File: src/rtl/ib_fetch_pkg.sv
// Shared definitions for the instruction-buffer fetch unit: FSM states, IB entry layout, reset PC.
// Latency: n/a (types and constants only).
// Backpressure: n/a; the IB FIFO depth lives here so producer and consumer agree on it.
package ib_fetch_pkg;

    localparam int          IB_FIFO_DEPTH = 15;
    localparam int          IB_ENTRY_W    = 65;
    localparam int          IB_ADEL_BIT   = 64;
    localparam logic [31:0] IB_RESET_PC   = 32'hBFC0_0000;

    typedef enum logic [2:0] {
        ST_IDLE        = 3'd0,
        ST_REQ         = 3'd1,
        ST_WAIT        = 3'd2,
        ST_PUSH        = 3'd3,
        ST_CANCEL_REQ  = 3'd4,
        ST_CANCEL_WAIT = 3'd5,
        ST_HALT        = 3'd6
    } fetch_state_t;

    // IB entry: {adel[64], pc[63:32], inst[31:0]}
    typedef struct packed {
        logic        adel;
        logic [31:0] pc;
        logic [31:0] inst;
    } ib_entry_t;

endpackage

File: src/rtl/ib_fetch.sv
// Instruction fetch: issues one bus read at a time from pc and pushes {adel, pc, inst} into the IB FIFO.
// Latency: push two cycles after inst_addr_ok with zero-wait memory; one fetch every 4 cycles.
// Backpressure: fifo_full is only honoured in IDLE, so an accepted request always owns a FIFO slot.
module ib_fetch
    import ib_fetch_pkg::*;
#(
    parameter logic [31:0] RESET_PC = IB_RESET_PC
) (
    input  logic                  clk,
    input  logic                  rst,
    input  logic                  flush,
    input  logic [31:0]           flush_pc,
    output logic                  inst_req,
    output logic [31:0]           inst_addr,
    input  logic                  inst_addr_ok,
    input  logic                  inst_data_ok,
    input  logic [31:0]           inst_rdata,
    input  logic                  fifo_full,
    output logic                  fifo_w_en,
    output logic [IB_ENTRY_W-1:0] fifo_in
);

    fetch_state_t state_q, state_d;
    logic [31:0]  pc_q, pc_d;
    logic [31:0]  stale_q, stale_d;   // address still owed to the bus after a flush in REQ
    ib_entry_t    entry_q, entry_d;

    // State register; reset wins over everything and abandons any outstanding request.
    always_ff @(posedge clk) begin
        if (rst) begin
            state_q <= ST_IDLE;
        end else begin
            state_q <= state_d;
        end
    end

    // Datapath registers: fetch pc, stale request address, registered IB entry.
    always_ff @(posedge clk) begin
        if (rst) begin
            pc_q    <= RESET_PC;
            stale_q <= '0;
            entry_q <= '0;
        end else begin
            pc_q    <= pc_d;
            stale_q <= stale_d;
            entry_q <= entry_d;
        end
    end

    // Next-state and datapath update; a flush always reloads pc, cancelled responses are drained.
    always_comb begin
        state_d = state_q;
        pc_d    = pc_q;
        stale_d = stale_q;
        entry_d = entry_q;
        case (state_q)
            ST_IDLE: begin
                if (flush) begin
                    pc_d = flush_pc;
                end else if (!fifo_full) begin
                    if (pc_q[1:0] != 2'b00) begin
                        entry_d = '{adel: 1'b1, pc: pc_q, inst: 32'h0};
                        state_d = ST_PUSH;
                    end else begin
                        state_d = ST_REQ;
                    end
                end
            end
            ST_REQ: begin
                if (flush) begin
                    pc_d = flush_pc;
                    if (inst_addr_ok) begin
                        state_d = ST_CANCEL_WAIT;
                    end else begin
                        // Bus protocol requires the un-accepted address to stay put.
                        stale_d = pc_q;
                        state_d = ST_CANCEL_REQ;
                    end
                end else if (inst_addr_ok) begin
                    state_d = ST_WAIT;
                end
            end
            ST_WAIT: begin
                if (flush) begin
                    pc_d    = flush_pc;
                    state_d = inst_data_ok ? ST_IDLE : ST_CANCEL_WAIT;
                end else if (inst_data_ok) begin
                    entry_d = '{adel: 1'b0, pc: pc_q, inst: inst_rdata};
                    pc_d    = pc_q + 32'd4;
                    state_d = ST_PUSH;
                end
            end
            ST_PUSH: begin
                if (flush) begin
                    pc_d    = flush_pc;
                    state_d = ST_IDLE;
                end else begin
                    state_d = entry_q.adel ? ST_HALT : ST_IDLE;
                end
            end
            ST_CANCEL_REQ: begin
                if (flush) begin
                    pc_d = flush_pc;
                end
                if (inst_addr_ok) begin
                    state_d = inst_data_ok ? ST_IDLE : ST_CANCEL_WAIT;
                end
            end
            ST_CANCEL_WAIT: begin
                if (flush) begin
                    pc_d = flush_pc;
                end
                if (inst_data_ok) begin
                    state_d = ST_IDLE;
                end
            end
            ST_HALT: begin
                if (flush) begin
                    pc_d    = flush_pc;
                    state_d = ST_IDLE;
                end
            end
            default: begin
                state_d = ST_IDLE;
            end
        endcase
    end

    assign inst_req  = !rst && ((state_q == ST_REQ) || (state_q == ST_CANCEL_REQ));
    assign inst_addr = (state_q == ST_CANCEL_REQ) ? stale_q : pc_q;
    assign fifo_w_en = !rst && !flush && (state_q == ST_PUSH);
    assign fifo_in   = entry_q;

endmodule
File: config.mk
export PLATFORM = sky130hd
export DESIGN_NAME = ib_fetch
export DESIGN_NICKNAME = d
export VERILOG_FILES = /design/src/rtl/ib_fetch_pkg.sv /design/src/rtl/ib_fetch.sv
export SDC_FILE = /design/constraint.sdc
export NUM_CORES = 1
export LEC_CHECK = 0
export CAP_MARGIN = 20
export CORE_AREA = 4 4 139 141
export DETAILED_ROUTE_END_ITERATION = 16
export DIE_AREA = 0 0 143 145
export DONT_BUFFER_PORTS = 1
export GPL_TIMING_DRIVEN = 1
export MAX_ROUTING_LAYER = met4
export PLACE_DENSITY = 0.49
export SYNTH_ARGS = -nofsm -noshare
export SYNTH_HDL_FRONTEND = slang
export SYNTH_SLANG_ARGS = --single-unit
File: constraint.sdc
create_clock -name clk -period 5.4 [get_ports clk]
set_clock_uncertainty 0.1 [all_clocks]
set_input_delay 0.54 -clock clk [delete_from_list [all_inputs] [get_ports clk]]
set_output_delay 0.54 -clock clk [all_outputs]
set_load 0.02 [all_outputs]
==> results of run 1 <==
sequential cells by signal, summed over array words and instances, names as in the netlist:
signal and flops:
fifo_in 65, pc_q 32, stale_q 32, state_q 3
layout by cell type (no fill, tap or decap), types with 3 or more instances in the layout:
| master | synthesis | final |
|---|---|---|
| nor3_1 | 13 | 12 |
| dfxtp_1 | 132 | 132 |
| a21o_1 | 7 | 7 |
| nor4_1 | 3 | 3 |
| a211oi_1 | 14 | 14 |
| and2_1 | 4 | 4 |
| a31oi_1 | 6 | 6 |
| clkbuf_8 | 0 | 4 |
| a21oi_1 | 119 | 119 |
| clkbuf_16 | 0 | 17 |
| nand3_1 | 50 | 50 |
| o21ai_0 | 20 | 20 |
| inv_1 | 5 | 5 |
| nand2b_1 | 4 | 4 |
| mux2_2 | 34 | 34 |
| nand2_1 | 185 | 185 |
| o22ai_1 | 7 | 7 |
| nand4_1 | 13 | 13 |
| clkinv_2 | 0 | 3 |
| nor2_1 | 27 | 27 |
| and3_1 | 6 | 6 |
| and4_1 | 9 | 9 |
| or3_1 | 7 | 7 |
| buf_4 | 4 | 8 |
report_power, final:
part / internal [mW] / switching [mW] / leakage, nW / total, mW
Sequential: 1.07 / 0.197 / 1.07 / 1.26
Combinational: 0.291 / 0.540 / 0.854 / 0.831
Clock: 0.725 / 0.421 / 0.289 / 1.15
Total: 2.08 / 1.16 / 2.22 / 3.24
cell type report:
class	count	area (um2)	share of cell area [%]
Tap cell	229	287	4.21
Inverter	6	22.5	0.331
Sequential cell	132	2640	38.8
Timing Repair Buffer	9	75.1	1.10
Clock buffer	23	488	7.17
Antenna cell	1	2.50	0.0368
Clock inverter	8	100	1.47
Multi-Input combinational cell	573	3190	46.9
Yosys cell counts (2+ instances only):
cell type | instances | area share, %
nand3_1 | 50 | 4.0
buf_4 | 4 | 0.48
inv_1 | 5 | 0.30
o21a_1 | 2 | 0.24
nor4_1 | 3 | 0.30
a22oi_1 | 2 | 0.24
o22ai_1 | 7 | 0.70
a31oi_1 | 6 | 0.60
buf_2 | 25 | 2.0
and4_1 | 9 | 1.3
a221o_1 | 2 | 0.32
mux2_2 | 34 | 6.1
a21o_1 | 7 | 0.84
a211oi_1 | 14 | 1.7
a221oi_1 | 2 | 0.28
nand2_1 | 185 | 11
nand2b_1 | 4 | 0.40
o311a_1 | 2 | 0.32
dfxtp_1 | 132 | 42
and3_1 | 6 | 0.60
and2_1 | 4 | 0.40
nor2_1 | 27 | 1.6
nand4_1 | 13 | 1.3
o41ai_1 | 2 | 0.28
or3_1 | 7 | 0.70
o21ai_0 | 20 | 1.6
nor3_1 | 13 | 1.0
a21oi_1 | 119 | 9.6
buf_6 | 7 | 1.3
buf_1 | 3 | 0.18
o31ai_1 | 2 | 0.24
clkbuf_1 | 38 | 2.3
kinds of logic after synthesis:
kind of cell,count (synthesis),share of synthesized area [%]
fa+ha+maj,1,0.201
flops,132,42.4
simple gates,330,24.3
buf+inv,84,6.67
compound gates,206,20.0
xor+xnor,1,0.141
mux,35,6.31
path summary, 6_finish.rpt:
| check | from | endpoint | slack, ps |
|---|---|---|---|
| min reg2reg | stale_q[8] | stale_q[8] | 350 |
| min | rst | stale_q[12] | 100 |
| max | state_q[2] | inst_addr[1] | 1930 |
| max reg2reg | state_q[1] | pc_q[19] | 2530 |
per-layer routing:
layer	track usage, %	vias up
li1	-	2683
met1	23.6	2554
met2	27.4	197
met3	6.38	17
met4	5.75	0
met5	-	-
==> metrics.txt, run 1 <==
Finished Cell Area=between 0.006 and 0.007 mm2; Synth async-reset ratio=0%; Final Cycle Share=between 60% and 70%; Post-synth EDFFs=0; Slew Limit Fails=0; Fmax=approximately 0.29 GHz; Syn Inst Count=~790; Post-CTS Resized=0; Setup-failing EPs final=0; cell area after synthesis=slightly above 0.006 mm2; Hold Path Depth=1; CP max FO=21; Worst setup SP type=flip-flop; Placed Area=between 0.006 and 0.007 mm2; DRC errors left=0; Initial Util=around a third; Final #Nets=between 800 and 900; max_slew headroom=a little under half; postcts setup bufs=0; aggregate negative setup slack=0 ps; Synth Warn #=0; final std cells w/o fill=between 900 and 1000; R2R depth=5; RSZ-0062 raised after global routing=no; pwr/cell area=between 400 and 500 mW/mm2; Wirelength per Cell=around 19 um; GR Overflow Total=0; share of cells above drive strength 1=11.2%; vias in the first global route=5079; Crit path buffers/inverters=2; Met1 Wirelength=8180 um; via count=between 5000 and 6000; Synth Register Bits=approximately 130; outcome=finished, final reports clean; CTS Buffer Depth=2; worst slew pin tran=just over 800 ps; Synth Net Count=860; Post-Route WL=18600 um; P_leak=between 2 and 2.5 nW; Hold Crit Class=in2reg; Avg Vias per Cell=around 5.6; crit path max-delay cell type=dfxtp_1; Filler Cell Count=around 1800; die width=143 um; Final Hold Fails=0; ys flop type=dfxtp_1; root buffer cell=clkbuf_16; post-synthesis average cell area=around 8 um2; slowest stage delay, CP=roughly 670 ps; placed cells=approximately 950; met2 routed wirelength=approximately 8600 um; worst vdd ir=between 0.2 and 0.25 mV; Critical Path Stages=4; initial antenna violation count=1; CP Data Required Time=4760 ps; setup slack after layout=between 1500 and 2000 ps; hold_ws=102 ps; cts bufs inserted=17; Seq/Total Area, Yosys=a little over two fifths; Final Wtd Congestion=0.824; Worst EP arrival=approximately 2800 ps; Port Buf Inserts=0; core region area=around 0.018 mm2; clock transition at the registers of the reported paths=~60 ps; largest net degree at the start of global routing=roughly 130; CP Cell Sequence=inv_1 -> nor3_4 -> buf_4 -> mux2_2; Final min period=around 3500 ps; Area Growth Syn to Fin=9.28%; Max Cap Viol=0; final core occ=roughly 38%; die area=between 0.02 and 0.025 mm2; Clock Latency Late Sink=420 ps; Critical Path End Type=output pin; first-pass GRT wire length=roughly 29000 um; CTS H-Tree Depth=4; kind of critical path=reg2out; clk sinks=132; Unique masters post-synth=65; TritonCTS clock tree=done; HPWL after DPL=around 13000 um; Setup Slack @ Placement=about 2400 ps; antenna viol nets, final=0; Initial DRT Pass Iterations=5; WL met3=~1600 um; cell family with most CP delay=flip-flops; PnR Total Power=between 3 and 4 mW; Ports=roughly 170; drt initial violations=around 320; Die Height=145 um; Hold Buf Count CTS=0; Rows=a little under 50; top routing layer in use=met4; All-Layer GR Usage=18.5%
Note: power is estimated with default switching activity, not from simulation.
==> run 2: changes to the inputs <==
==> constraint.sdc (replaced) <==
create_clock -name clk -period 3.6 [get_ports clk]
set_clock_uncertainty 0.1 [all_clocks]
set_input_delay 0.36 -clock clk [delete_from_list [all_inputs] [get_ports clk]]
set_output_delay 0.36 -clock clk [all_outputs]
set_load 0.02 [all_outputs]
==> metrics.txt, run 2 (synthesized netlist as in run 1, its figures left out) <==
HPWL after DPL=12800 um (was 12500 um); setup slack after layout=780 ps (was 1930 ps); CP max FO=21 (unchanged); clock transition at the registers of the reported paths=60 ps (about the same); worst vdd ir=0.358 mV (was 0.233 mV); Clock Latency Late Sink=420 ps (about the same); Avg Vias per Cell=5.52 (was 5.56); CP Cell Sequence=inv_1 -> nor3_4 -> buf_4 -> mux2_2 (unchanged); crit path max-delay cell type=dfxtp_1 (unchanged); core region area=0.0180 mm2 (unchanged); largest net degree at the start of global routing=119 (was 132); first-pass GRT wire length=30200 um (was 29300 um); Hold Crit Class=in2reg (unchanged); via count=5652 (was 5451); slowest stage delay, CP=680 ps (was 670 ps); Register Area=0.00264 mm2 (unchanged); Final Wtd Congestion=0.853 (was 0.824); Hold Path Depth=2 (was 1); outcome=finished, final reports clean (unchanged); kind of critical path=reg2out (unchanged); root buffer cell=clkbuf_16 (unchanged); Max Cap Viol=0 (unchanged); Wirelength per Cell=19.0 um (about the same); drt initial violations=360 (was 319); Ports=169 (unchanged); CTS Buffer Depth=2 (unchanged); commonest non-fill, non-tap cell in the layout=nand2_1 (unchanged); GR Overflow Total=0 (unchanged); placed cells=951 (was 948); worst slew pin tran=1020 ps (was 809 ps); Worst EP arrival=2360 ps (was 2830 ps); P_leak=2.45 nW (was 2.22 nW); vias in the first global route=5426 (was 5079); PnR Total Power=5.26 mW (was 3.24 mW); cts bufs inserted=17 (unchanged); pwr/cell area=716 mW/mm2 (was 476 mW/mm2); max_slew headroom=31.9% (was 45.6%); Final #Nets=852 (was 810); aggregate negative setup slack=0 ps (unchanged); die width=143 um (unchanged); max reg flops=65 (unchanged); Initial Util=34.7% (unchanged); initial antenna violation count=2 (was 1); Fmax=between 0.3 and 0.4 GHz; Die Height=145 um (unchanged); Area Growth Syn to Fin=18.0% (was 9.28%); Initial DRT Pass Iterations=4 (was 5); Post-Route WL=19500 um (was 18600 um); Critical Path End Type=output pin (unchanged); final std cells w/o fill=1024 (was 981); R2R depth=5 (unchanged); Filler Cell Count=1773 (was 1843); most frequent cells in the layout=nand2_1, dfxtp_1, a21oi_1, nand3_1, dlygate4sd3_1 (was nand2_1, dfxtp_1, a21oi_1, nand3_1, mux2_2); Setup-failing EPs final=0 (unchanged); Setup Slack @ Placement=769 ps (was 2370 ps); Rows=49 (unchanged); DRC errors left=0 (unchanged); share of cells above drive strength 1=11.2% (about the same); Port Buf Inserts=0 (unchanged); Worst setup SP type=flip-flop (unchanged); clk sinks=132 (unchanged); RSZ-0062 raised after global routing=no (unchanged); Final min period=2820 ps; All-Layer GR Usage=19.0% (was 18.5%); CP Data Required Time=3140 ps (was 4760 ps); Final Hold Fails=0 (unchanged); TritonCTS clock tree=done (unchanged); die area=0.0207 mm2 (unchanged); CTS H-Tree Depth=4 (unchanged); Final Cycle Share=between 70% and 80%; Slew Limit Fails=0 (unchanged); Multi-input gate area=0.00319 mm2 (unchanged); Post-CTS Resized=0 (unchanged); antenna viol nets, final=0 (unchanged)
[run 2: per-layer routing]
layer	share of wire, %	up-vias	GRT usage [%]
li1	-	2773	-
met1	43	2662	23.1
met2	47	196	29.8
met3	8.0	21	6.52
met4	1.6	0	5.89
met5	0	-	-
[run 2: repair_timing]
item | 4_1_cts | 5_1_grt
buffers inserted | 0 | 0
hold buffers | 40 | 0
hold endpoints to repair | 118 | 0
setup endpoints to repair | 0 | 0
[run 2: cell type report]
class                   count  area share [%]
clock buffers              18            5.97
flip-flops and latches    132            35.9
repair buffers             51            6.98
clock inverters            13            3.44
multi-input cells         573            43.4
diodes                      2          0.0681
inverters                   6           0.306
well taps                 229            3.90
[run 2: final timing paths]
path / from / to / slack (ps)
hold / removal: rst / pc_q[24] / 40
setup / recovery: state_q[2] / inst_addr[16] / 780
hold reg to reg: stale_q[20] / stale_q[20] / 350
setup reg to reg: state_q[0] / fifo_in[49] / 790
[run 2: power by group]
group,total (mW),switching (mW),internal [mW]
registers,1.89,0.291,1.60
logic,1.32,0.843,0.481
clock network,2.05,0.664,1.38
[run 2: metrics by stage]
| stage | util, % | cell area, um2 | hold WS, ps |
|---|---|---|---|
| after floorplan | - | 6230 | 333 |
| after global placement | 34.7 | 6240 | 333 |
| after detailed placement | 34.7 | 6240 | 337 |
| after CTS | 40.9 | 7350 | 16.4 |
| after global routing | 40.9 | 7350 | 19.3 |
| final | 40.9 | 7350 | 38.2 |
[run 2: worst max-delay path: cells and delay by family, from the launching register on]
kind                   cells  cell delay, ps
AND/OR/NAND/NOR            1             230
buffers and inverters      2             570
flip-flops                 1             680
multiplexers               1             450
